===== src/rtl/norm_stream_scaler_if.sv =====
// norm_stream_scaler_if: frame control and AXI-stream signals of the pixel normaliser
interface norm_stream_scaler_if #(
  parameter int PIX_W = 8,
  parameter int LANES = 1
);
  logic ap_start, ap_ready, ap_idle, ap_done;
  logic [PIX_W-1:0] norm_denominator;
  logic s_axis_tvalid, s_axis_tready;
  logic [LANES*PIX_W-1:0] s_axis_tdata;
  logic m_axis_tvalid, m_axis_tready, m_axis_tlast;
  logic [LANES*PIX_W-1:0] m_axis_tdata;
  modport master (
    output ap_start, norm_denominator, s_axis_tvalid, s_axis_tdata, m_axis_tready,
    input ap_ready, ap_idle, ap_done, s_axis_tready, m_axis_tvalid, m_axis_tdata, m_axis_tlast
  );
  modport slave (
    input ap_start, norm_denominator, s_axis_tvalid, s_axis_tdata, m_axis_tready,
    output ap_ready, ap_idle, ap_done, s_axis_tready, m_axis_tvalid, m_axis_tdata, m_axis_tlast
  );
endinterface


===== src/rtl/norm_stream_scaler.sv =====
// norm_stream_scaler: per-frame pixel normaliser with iterative reciprocal and credit-protected output FIFO
module norm_stream_scaler #(
  parameter int PIX_W = 8,
  parameter int LANES = 1,
  parameter int FRAC_W = 16,
  parameter int OUT_ROWS = 10,
  parameter int OUT_COLS = 10,
  parameter int FIFO_DEPTH = 16
) (
  input logic clk,
  input logic reset,
  norm_stream_scaler_if.slave io
);
  localparam int FRAME_BEATS = OUT_ROWS * OUT_COLS / LANES;
  localparam int CW = PIX_W + FRAC_W;
  localparam int PW = PIX_W + CW + 1;
  localparam int HW = PW - FRAC_W;
  localparam int DW = LANES * PIX_W;
  localparam int IW = $clog2(FRAME_BEATS + 1);
  localparam int RW = $clog2(CW);
  localparam int AW = $clog2(FIFO_DEPTH);
  localparam logic [PIX_W-1:0] SCALE = '1;
  localparam logic [CW-1:0] DIVIDEND = {SCALE, {FRAC_W{1'b0}}};
  localparam logic [CW-1:0] UNITY = CW'(1) << FRAC_W;
  localparam logic [PW-1:0] HALF = PW'(1) << (FRAC_W - 1);

  typedef enum logic [1:0] {IDLE, RECIP, RUN, DONE} state_t;
  state_t state, nxt;

  logic alive, bypass, fits, start, in_hs, out_hs, room;
  logic [PIX_W-1:0] den, rem;
  logic [PIX_W:0] trial;
  logic [CW-1:0] coef, eff_coef;
  logic [RW-1:0] rcnt;
  logic [IW-1:0] in_cnt;
  logic s1_v, s1_last, s2_v, s2_last;
  logic [PW-1:0] p1 [LANES];
  logic [DW-1:0] sat, s2_data;
  logic [DW:0] mem [FIFO_DEPTH];
  logic [AW-1:0] wr, rd;
  logic [AW:0] cnt;

  assign start = state == IDLE && io.ap_start;
  assign in_hs = io.s_axis_tvalid && io.s_axis_tready;
  assign out_hs = io.m_axis_tvalid && io.m_axis_tready;
  assign room = ({1'b0, cnt} + (AW+2)'(s1_v) + (AW+2)'(s2_v)) < (AW+2)'(FIFO_DEPTH);
  assign trial = {rem, coef[CW-1]};
  assign fits = trial >= {1'b0, den};
  assign eff_coef = bypass ? UNITY : coef;

  // state register
  always_ff @(posedge clk or posedge reset) begin
    if (reset) state <= IDLE;
    else state <= nxt;
  end

  // next state: a zero denominator skips the divider and passes pixels through
  always_comb begin
    nxt = state;
    unique case (state)
      IDLE: nxt = io.ap_start ? (io.norm_denominator == '0 ? RUN : RECIP) : IDLE;
      RECIP: nxt = rcnt == RW'(CW - 1) ? RUN : RECIP;
      RUN: nxt = out_hs && io.m_axis_tlast ? DONE : RUN;
      default: nxt = IDLE;
    endcase
  end

  // control outputs; input is admitted only while FIFO plus pipeline has a free slot
  always_comb begin
    io.ap_idle = alive && state == IDLE;
    io.ap_ready = alive && state == IDLE;
    io.ap_done = state == DONE;
    io.s_axis_tready = state == RUN && in_cnt < IW'(FRAME_BEATS) && room;
  end

  // holds ready/idle low until the first edge after reset
  always_ff @(posedge clk or posedge reset) begin
    if (reset) alive <= 1'b0;
    else alive <= 1'b1;
  end

  // restoring divider: coef doubles as the dividend shift register and ends as the quotient
  always_ff @(posedge clk or posedge reset) begin
    if (reset) begin
      den <= '0;
      rem <= '0;
      coef <= '0;
      rcnt <= '0;
      bypass <= 1'b0;
    end else if (start) begin
      den <= io.norm_denominator;
      rem <= '0;
      coef <= DIVIDEND;
      rcnt <= '0;
      bypass <= io.norm_denominator == '0;
    end else if (state == RECIP) begin
      rem <= fits ? PIX_W'(trial - {1'b0, den}) : trial[PIX_W-1:0];
      coef <= {coef[CW-2:0], fits};
      rcnt <= rcnt + 1'b1;
    end else if (state == DONE) begin
      bypass <= 1'b0;
    end
  end

  // accepted input beats of the current frame
  always_ff @(posedge clk or posedge reset) begin
    if (reset) in_cnt <= '0;
    else if (state == DONE) in_cnt <= '0;
    else if (in_hs) in_cnt <= in_cnt + 1'b1;
  end

  // two-stage scale pipeline: rounded product, then shift and saturate
  always_ff @(posedge clk or posedge reset) begin
    if (reset) begin
      s1_v <= 1'b0;
      s1_last <= 1'b0;
      s2_v <= 1'b0;
      s2_last <= 1'b0;
      s2_data <= '0;
      for (int l = 0; l < LANES; l++) p1[l] <= '0;
    end else begin
      s1_v <= in_hs;
      s1_last <= in_hs && in_cnt == IW'(FRAME_BEATS - 1);
      for (int l = 0; l < LANES; l++)
        p1[l] <= PW'(io.s_axis_tdata[l*PIX_W +: PIX_W]) * PW'(eff_coef) + HALF;
      s2_v <= s1_v;
      s2_last <= s1_last;
      s2_data <= sat;
    end
  end

  // per-lane saturation to full scale
  always_comb begin
    sat = '0;
    for (int l = 0; l < LANES; l++)
      sat[l*PIX_W +: PIX_W] = p1[l][PW-1:FRAC_W] > HW'(SCALE) ? SCALE : p1[l][FRAC_W +: PIX_W];
  end

  // FIFO storage; credit flow control guarantees a free entry on every write
  always_ff @(posedge clk) begin
    if (s2_v) mem[wr] <= {s2_last, s2_data};
  end

  // FIFO pointers and occupancy
  always_ff @(posedge clk or posedge reset) begin
    if (reset) begin
      wr <= '0;
      rd <= '0;
      cnt <= '0;
    end else begin
      wr <= wr + AW'(s2_v);
      rd <= rd + AW'(out_hs);
      cnt <= cnt + (AW+1)'(s2_v) - (AW+1)'(out_hs);
    end
  end

  assign io.m_axis_tvalid = cnt != '0;
  assign {io.m_axis_tlast, io.m_axis_tdata} = io.m_axis_tvalid ? mem[rd] : '0;
endmodule


===== src/flat_wrapper.sv =====
// flat-port wrapper written by rule: the top's interface ports become plain ports
module norm_stream_scaler_flat 
#(
  parameter int PIX_W = 8,
  parameter int LANES = 1,
  parameter int FRAC_W = 16,
  parameter int OUT_ROWS = 10,
  parameter int OUT_COLS = 10,
  parameter int FIFO_DEPTH = 16
)
  (clk, reset, io_ap_start, io_norm_denominator, io_s_axis_tvalid, io_s_axis_tdata, io_m_axis_tready, io_ap_ready, io_ap_idle, io_ap_done, io_s_axis_tready, io_m_axis_tvalid, io_m_axis_tdata, io_m_axis_tlast);
  norm_stream_scaler_if #(.PIX_W(PIX_W), .LANES(LANES)) io_i ();
  input logic clk;
  input logic reset;
  input wire logic [$bits(io_i.ap_start)-1:0] io_ap_start;
  input wire logic [$bits(io_i.norm_denominator)-1:0] io_norm_denominator;
  input wire logic [$bits(io_i.s_axis_tvalid)-1:0] io_s_axis_tvalid;
  input wire logic [$bits(io_i.s_axis_tdata)-1:0] io_s_axis_tdata;
  input wire logic [$bits(io_i.m_axis_tready)-1:0] io_m_axis_tready;
  output wire logic [$bits(io_i.ap_ready)-1:0] io_ap_ready;
  output wire logic [$bits(io_i.ap_idle)-1:0] io_ap_idle;
  output wire logic [$bits(io_i.ap_done)-1:0] io_ap_done;
  output wire logic [$bits(io_i.s_axis_tready)-1:0] io_s_axis_tready;
  output wire logic [$bits(io_i.m_axis_tvalid)-1:0] io_m_axis_tvalid;
  output wire logic [$bits(io_i.m_axis_tdata)-1:0] io_m_axis_tdata;
  output wire logic [$bits(io_i.m_axis_tlast)-1:0] io_m_axis_tlast;
  assign io_i.ap_start = io_ap_start;
  assign io_i.norm_denominator = io_norm_denominator;
  assign io_i.s_axis_tvalid = io_s_axis_tvalid;
  assign io_i.s_axis_tdata = io_s_axis_tdata;
  assign io_i.m_axis_tready = io_m_axis_tready;
  assign io_ap_ready = io_i.ap_ready;
  assign io_ap_idle = io_i.ap_idle;
  assign io_ap_done = io_i.ap_done;
  assign io_s_axis_tready = io_i.s_axis_tready;
  assign io_m_axis_tvalid = io_i.m_axis_tvalid;
  assign io_m_axis_tdata = io_i.m_axis_tdata;
  assign io_m_axis_tlast = io_i.m_axis_tlast;
  norm_stream_scaler #(.PIX_W(PIX_W), .LANES(LANES), .FRAC_W(FRAC_W), .OUT_ROWS(OUT_ROWS), .OUT_COLS(OUT_COLS), .FIFO_DEPTH(FIFO_DEPTH)) u_core (.clk(clk), .reset(reset), .io(io_i));
endmodule

===== config.mk =====
export PLATFORM = sky130hd
export DESIGN_NAME = norm_stream_scaler_flat
export DESIGN_NICKNAME = d
export VERILOG_FILES = /design/src/rtl/norm_stream_scaler_if.sv /design/src/rtl/norm_stream_scaler.sv /design/src/flat_wrapper.sv
export SDC_FILE = /design/constraint.sdc
export NUM_CORES = 1
export LEC_CHECK = 0
export CORE_MARGIN = 5
export CORE_UTILIZATION = 50
export DETAILED_ROUTE_END_ITERATION = 6
export GPL_ROUTABILITY_DRIVEN = 0
export HOLD_SLACK_MARGIN = 0.06
export PLACE_DENSITY = 0.78
export SYNTH_ARGS = -nofsm -noshare
export SYNTH_HDL_FRONTEND = slang
export SYNTH_SLANG_ARGS = --single-unit

===== constraint.sdc =====
create_clock -name clk -period 6.4 [get_ports clk]
set_input_delay 0.64 -clock clk [delete_from_list [all_inputs] [get_ports clk]]
set_output_delay 0.64 -clock clk [all_outputs]
set_load 0.02 [all_outputs]

==> impl.org <==
** Outcome
- The run finished with clean final reports.

** STA
- Setup TNS after final layout :: 0 ns
- Setup violations remaining at the end of the flow were counted as 0.
- Tightest Pin Transition :: 1.21 ns
- Largest clock skew in the final design :: 0.0192 ns
- Smallest setup slack after layout :: ~0.79 ns
- Headroom to the max-slew limit came out at 0.192.
- Setup repair after global routing left no endpoint under its margin.
- In the finished design, the share of the clock period the worst path needs comes to 0.876.
- Final number of max-transition violations :: 0
- Timing-limited maximum frequency :: about 180 MHz
- Hold Vio Cnt, Final :: 0
- Counting I/O delays and the setup requirement, the final critical path takes 5.61 ns.

** Clock network
- After clock tree synthesis, the clock-pin slew on the worst setup and hold paths is 0.06 ns.
- The clock passes through at most 3 buffers.
- Clock insertion delay at the later pin of the skew report :: 0.54 ns
- H-Tree Level Count :: 1
- The clock net in this run drives a total of 242 sinks.
- Post-CTS timing repair inserted 0 buffers for setup.
- After clock tree synthesis, the repair step resized 0 gates.
- Number of buffers added by the clock tree synthesis step :: 25
- TritonCTS built the clock tree.
- The root buffer cell chosen for the clock tree is sky130_fd_sc_hd__clkbuf_16.
- Post-cts hold buffer count :: 0

** Finish
- Post-layout net count :: 1651
- After filler insertion, the fill cell instance count of the layout stands at 2600.
- Layout cell share with drive strength beyond 1 :: 0.0860
- Relative to the synthesized area, the layout overhead comes to 9.97%.
- Antenna diode count :: 0

** Placement
- Port buffering added 34 buffers.
- Worst setup timing slack at the placement stage :: 0.549 ns
- HPWL after detailed placement :: 23400 um

** Flow run
- Count of maximum capacitance violations :: 0

** GRT
- Global routing met1 resource utilization :: 0.242
- In the global route stage, met2 resource usage came out at 0.338.
- Overall Global Routing Usage :: 0.187
- GR Util met3 :: 0.0277
- Entering global routing, the biggest net connects 51 pins.
- The via count of the first global-routing pass was 10700.
- Global route overflow :: 0
- Grt peak-use layer :: met2
- First-pass GRT wire length :: 54500 um
- Number of antenna violations at the first check in global routing :: 0

** Min path
- Count of cells along the worst hold path :: 0
- Class of the tightest hold or removal check :: flip-flop to flip-flop
- The path with the worst hold slack has its endpoint at u_core.s2_last$_DFF_PP0_.
- Startpoint of the lowest-slack hold path :: u_core.s1_last$_DFF_PP0_

** Worst setup path
- Counting cells, the worst reg-to-reg path comes to 16.
- Worst Setup Start Kind :: flip-flop
- Crit Reg-Reg Endpoint :: u_core.p1[27]$_DFF_PP0_
- The worst setup path is captured at a flip-flop.
- Kind of critical path :: flip-flop to flip-flop
- Reg-to-reg startpoint :: u_core.bypass$_DFFE_PP0P_
- At the worst endpoint, the arrival time is 6.02 ns.
- Data on the critical path is required at its endpoint by 6.81 ns.
- Across all register-to-register paths, the minimum setup slack is 0.79 ns.
- Of all nets on the critical path, the largest fanout is 25.

** Die
- The floorplan has 65 rows.
- Width of the die :: 190 um
- Vert. Die Dim :: 190 um
- The total area inside the core boundary comes to around 32000 um^2.
- The die covers 35900 um^2.
- The initial utilization of the core area, before any placement, comes to 0.508.
- Number of placed I/O pins :: 35

** Synthesis
- The Yosys step of the flow raised 0 warnings.
- Of all flip-flops after synthesis, the portion carrying an async set or reset was 0.405.
- Of the post-synthesis cell area, the dominant cell type holds 0.268.
- Synthesis produced a netlist whose cell count is ~1400.
- By instance count, the leading cell after synthesis is sky130_fd_sc_hd__inv_1.
- Summing every instance area after synthesis gives 16100 um^2.
- Cell types with the highest counts after synthesis :: 192 x sky130_fd_sc_hd__inv_1, 160 x sky130_fd_sc_hd__and2_1, 144 x sky130_fd_sc_hd__edfxtp_1, 133 x sky130_fd_sc_hd__fa_1, 115 x sky130_fd_sc_hd__nand2_1
- Post-synthesis sequential area ratio :: 0.421
- Synthesis inferred 242 register bits.
- Number of enable-type register cells in the synthesized netlist :: 144
- Each instance of the synthesized netlist takes up on average ~12 um^2.
- When the netlist entered floorplanning its net count stood at about 1600.
- Most area-hungry cell type in the Yosys netlist :: sky130_fd_sc_hd__edfxtp_1
- Biggest area contributors in the synthesized netlist :: sky130_fd_sc_hd__edfxtp_1 27%, sky130_fd_sc_hd__fa_1 17%, sky130_fd_sc_hd__dfrtp_1 15%
- Yosys mapped the design onto 57 distinct sky130hd cell types.
- Among all flip-flop cells after synthesis, the most frequent one is sky130_fd_sc_hd__edfxtp_1.

** Detailed routing
- The first detailed-routing pass ran for 5 iterations.
- Wirelength, routed :: 32700 um
- In the final routed layout, each cell accounts on average for between 15 and 20 um.
- Via Count :: 9947
- The detailed router finished its first iteration with 631 violations.
- In the routed layout, each cell is associated on average with a via count of 5.46.
- For this run, design rule violations remaining after detail routing come to 0.
- The detail route stage leaves a number of antenna-violating nets equal to 0.
==> final cells by class <==
class	instances	area (um^2)	area share
Clock buffer	35	724	0.0409
Clock inverter	11	120	0.00678
Inverter	192	723	0.0408
Multi-Input combinational cell	891	8420	0.475
Sequential cell	242	6780	0.383
Tap cell	402	503	0.0284
Timing Repair Buffer	48	445	0.0251
==> worst max-delay path by stage <==
stage                                    startpoint                      end  slack, ns
after floorplan           u_core.bypass$_DFFE_PP0P_  u_core.p1[30]$_DFF_PP0_       1.62
after global placement           io_s_axis_tdata[5]  u_core.p1[32]$_DFF_PP0_       0.62
after detailed placement         io_s_axis_tdata[6]  u_core.p1[29]$_DFF_PP0_       0.55
after CTS                 u_core.bypass$_DFFE_PP0P_  u_core.p1[27]$_DFF_PP0_       0.79
after global routing      u_core.bypass$_DFFE_PP0P_  u_core.p1[27]$_DFF_PP0_       0.48
final                     u_core.bypass$_DFFE_PP0P_  u_core.p1[27]$_DFF_PP0_       0.79
==> stage by stage <==
stage	cells	hold slack [ns]	util	instance area [um^2]
after floorplan	1375	0.331	-	16100
after global placement	1775	0.333	0.532	16900
after detailed placement	1775	0.343	0.532	16900
after CTS	1821	0.361	0.559	17700
after global routing	1821	0.370	0.559	17700
final	1821	0.360	0.559	17700
==> layer usage <==
| metal | part of all wire | up-vias |
|---|---|---|
| met5 | 0 | - |
| met1 | 0.42 | 5086 |
| li1 | - | 4605 |
| met4 | 0.017 | 0 |
| met3 | 0.042 | 45 |
| met2 | 0.52 | 211 |
==> placed cells by master (no fill, tap or decap), types with 5 or more instances in the layout <==
cell type,instances
sky130_fd_sc_hd__clkdlybuf4s50_1,34
sky130_fd_sc_hd__a21o_1,8
sky130_fd_sc_hd__ha_1,97
sky130_fd_sc_hd__nor2b_1,33
sky130_fd_sc_hd__xor2_1,17
sky130_fd_sc_hd__mux2i_1,8
sky130_fd_sc_hd__xnor2_1,16
sky130_fd_sc_hd__edfxtp_1,144
sky130_fd_sc_hd__nand4_1,8
sky130_fd_sc_hd__a31oi_1,6
sky130_fd_sc_hd__nand3_1,19
sky130_fd_sc_hd__clkbuf_1,5
sky130_fd_sc_hd__nand2_1,115
sky130_fd_sc_hd__mux4_2,45
sky130_fd_sc_hd__dfrtp_1,97
sky130_fd_sc_hd__o21bai_1,5
sky130_fd_sc_hd__nor3_2,6
sky130_fd_sc_hd__a21oi_1,42
sky130_fd_sc_hd__nor2_1,58
sky130_fd_sc_hd__o21ai_0,45
sky130_fd_sc_hd__clkbuf_16,26
sky130_fd_sc_hd__fa_1,133
sky130_fd_sc_hd__nor3_1,6
sky130_fd_sc_hd__inv_1,191
sky130_fd_sc_hd__and2_1,160
sky130_fd_sc_hd__o21a_1,6
sky130_fd_sc_hd__or2_2,8
sky130_fd_sc_hd__and3_1,6
sky130_fd_sc_hd__buf_4,14
==> critical path, stage by stage (launching register included) <==
cell                        delay [ns]
sky130_fd_sc_hd__dfrtp_1          0.70
sky130_fd_sc_hd__nor2b_1          0.78
sky130_fd_sc_hd__and2_1           0.25
sky130_fd_sc_hd__fa_1             0.43
sky130_fd_sc_hd__ha_1             0.30
sky130_fd_sc_hd__inv_1            0.05
sky130_fd_sc_hd__fa_1             0.53
sky130_fd_sc_hd__inv_1            0.05
sky130_fd_sc_hd__fa_1             0.47
sky130_fd_sc_hd__ha_1             0.34
sky130_fd_sc_hd__a21o_1           0.21
sky130_fd_sc_hd__a211o_1          0.28
sky130_fd_sc_hd__o221ai_1         0.26
sky130_fd_sc_hd__a21oi_1          0.14
sky130_fd_sc_hd__a2111oi_2        0.39
sky130_fd_sc_hd__o21ai_1          0.13
sky130_fd_sc_hd__xor2_1           0.15
==> state kept, by name, summed over array words and instances, names as in the netlist <==
name	cells
u_core.alive	1
u_core.bypass	1
u_core.cnt	5
u_core.coef	24
u_core.den	8
u_core.in_cnt	7
u_core.mem	144
u_core.p1	17
u_core.rcnt	5
u_core.rd	4
u_core.rem	8
u_core.s1_last	1
u_core.s1_v	1
u_core.s2_data	8
u_core.s2_last	1
u_core.s2_v	1
u_core.state	2
u_core.wr	4
==> cell families (layout without fill, tap and decap cells) <==
logic type,after synthesis,count (layout),synth area share
adder cells (fa/ha/maj),230,230,0.241
AND/OR/NAND/NOR,438,438,0.143
buffers and inverters,242,286,0.0578
AO/OA/AOI/OAI,136,136,0.0523
flip-flops,242,242,0.421
other,1,1,0.000233
XOR/XNOR,33,33,0.0179
multiplexers,53,53,0.0679
Power is left out: the tool's default activity adds up to more than one toggle a clock period on the data nets, which glitch-free logic cannot reach.
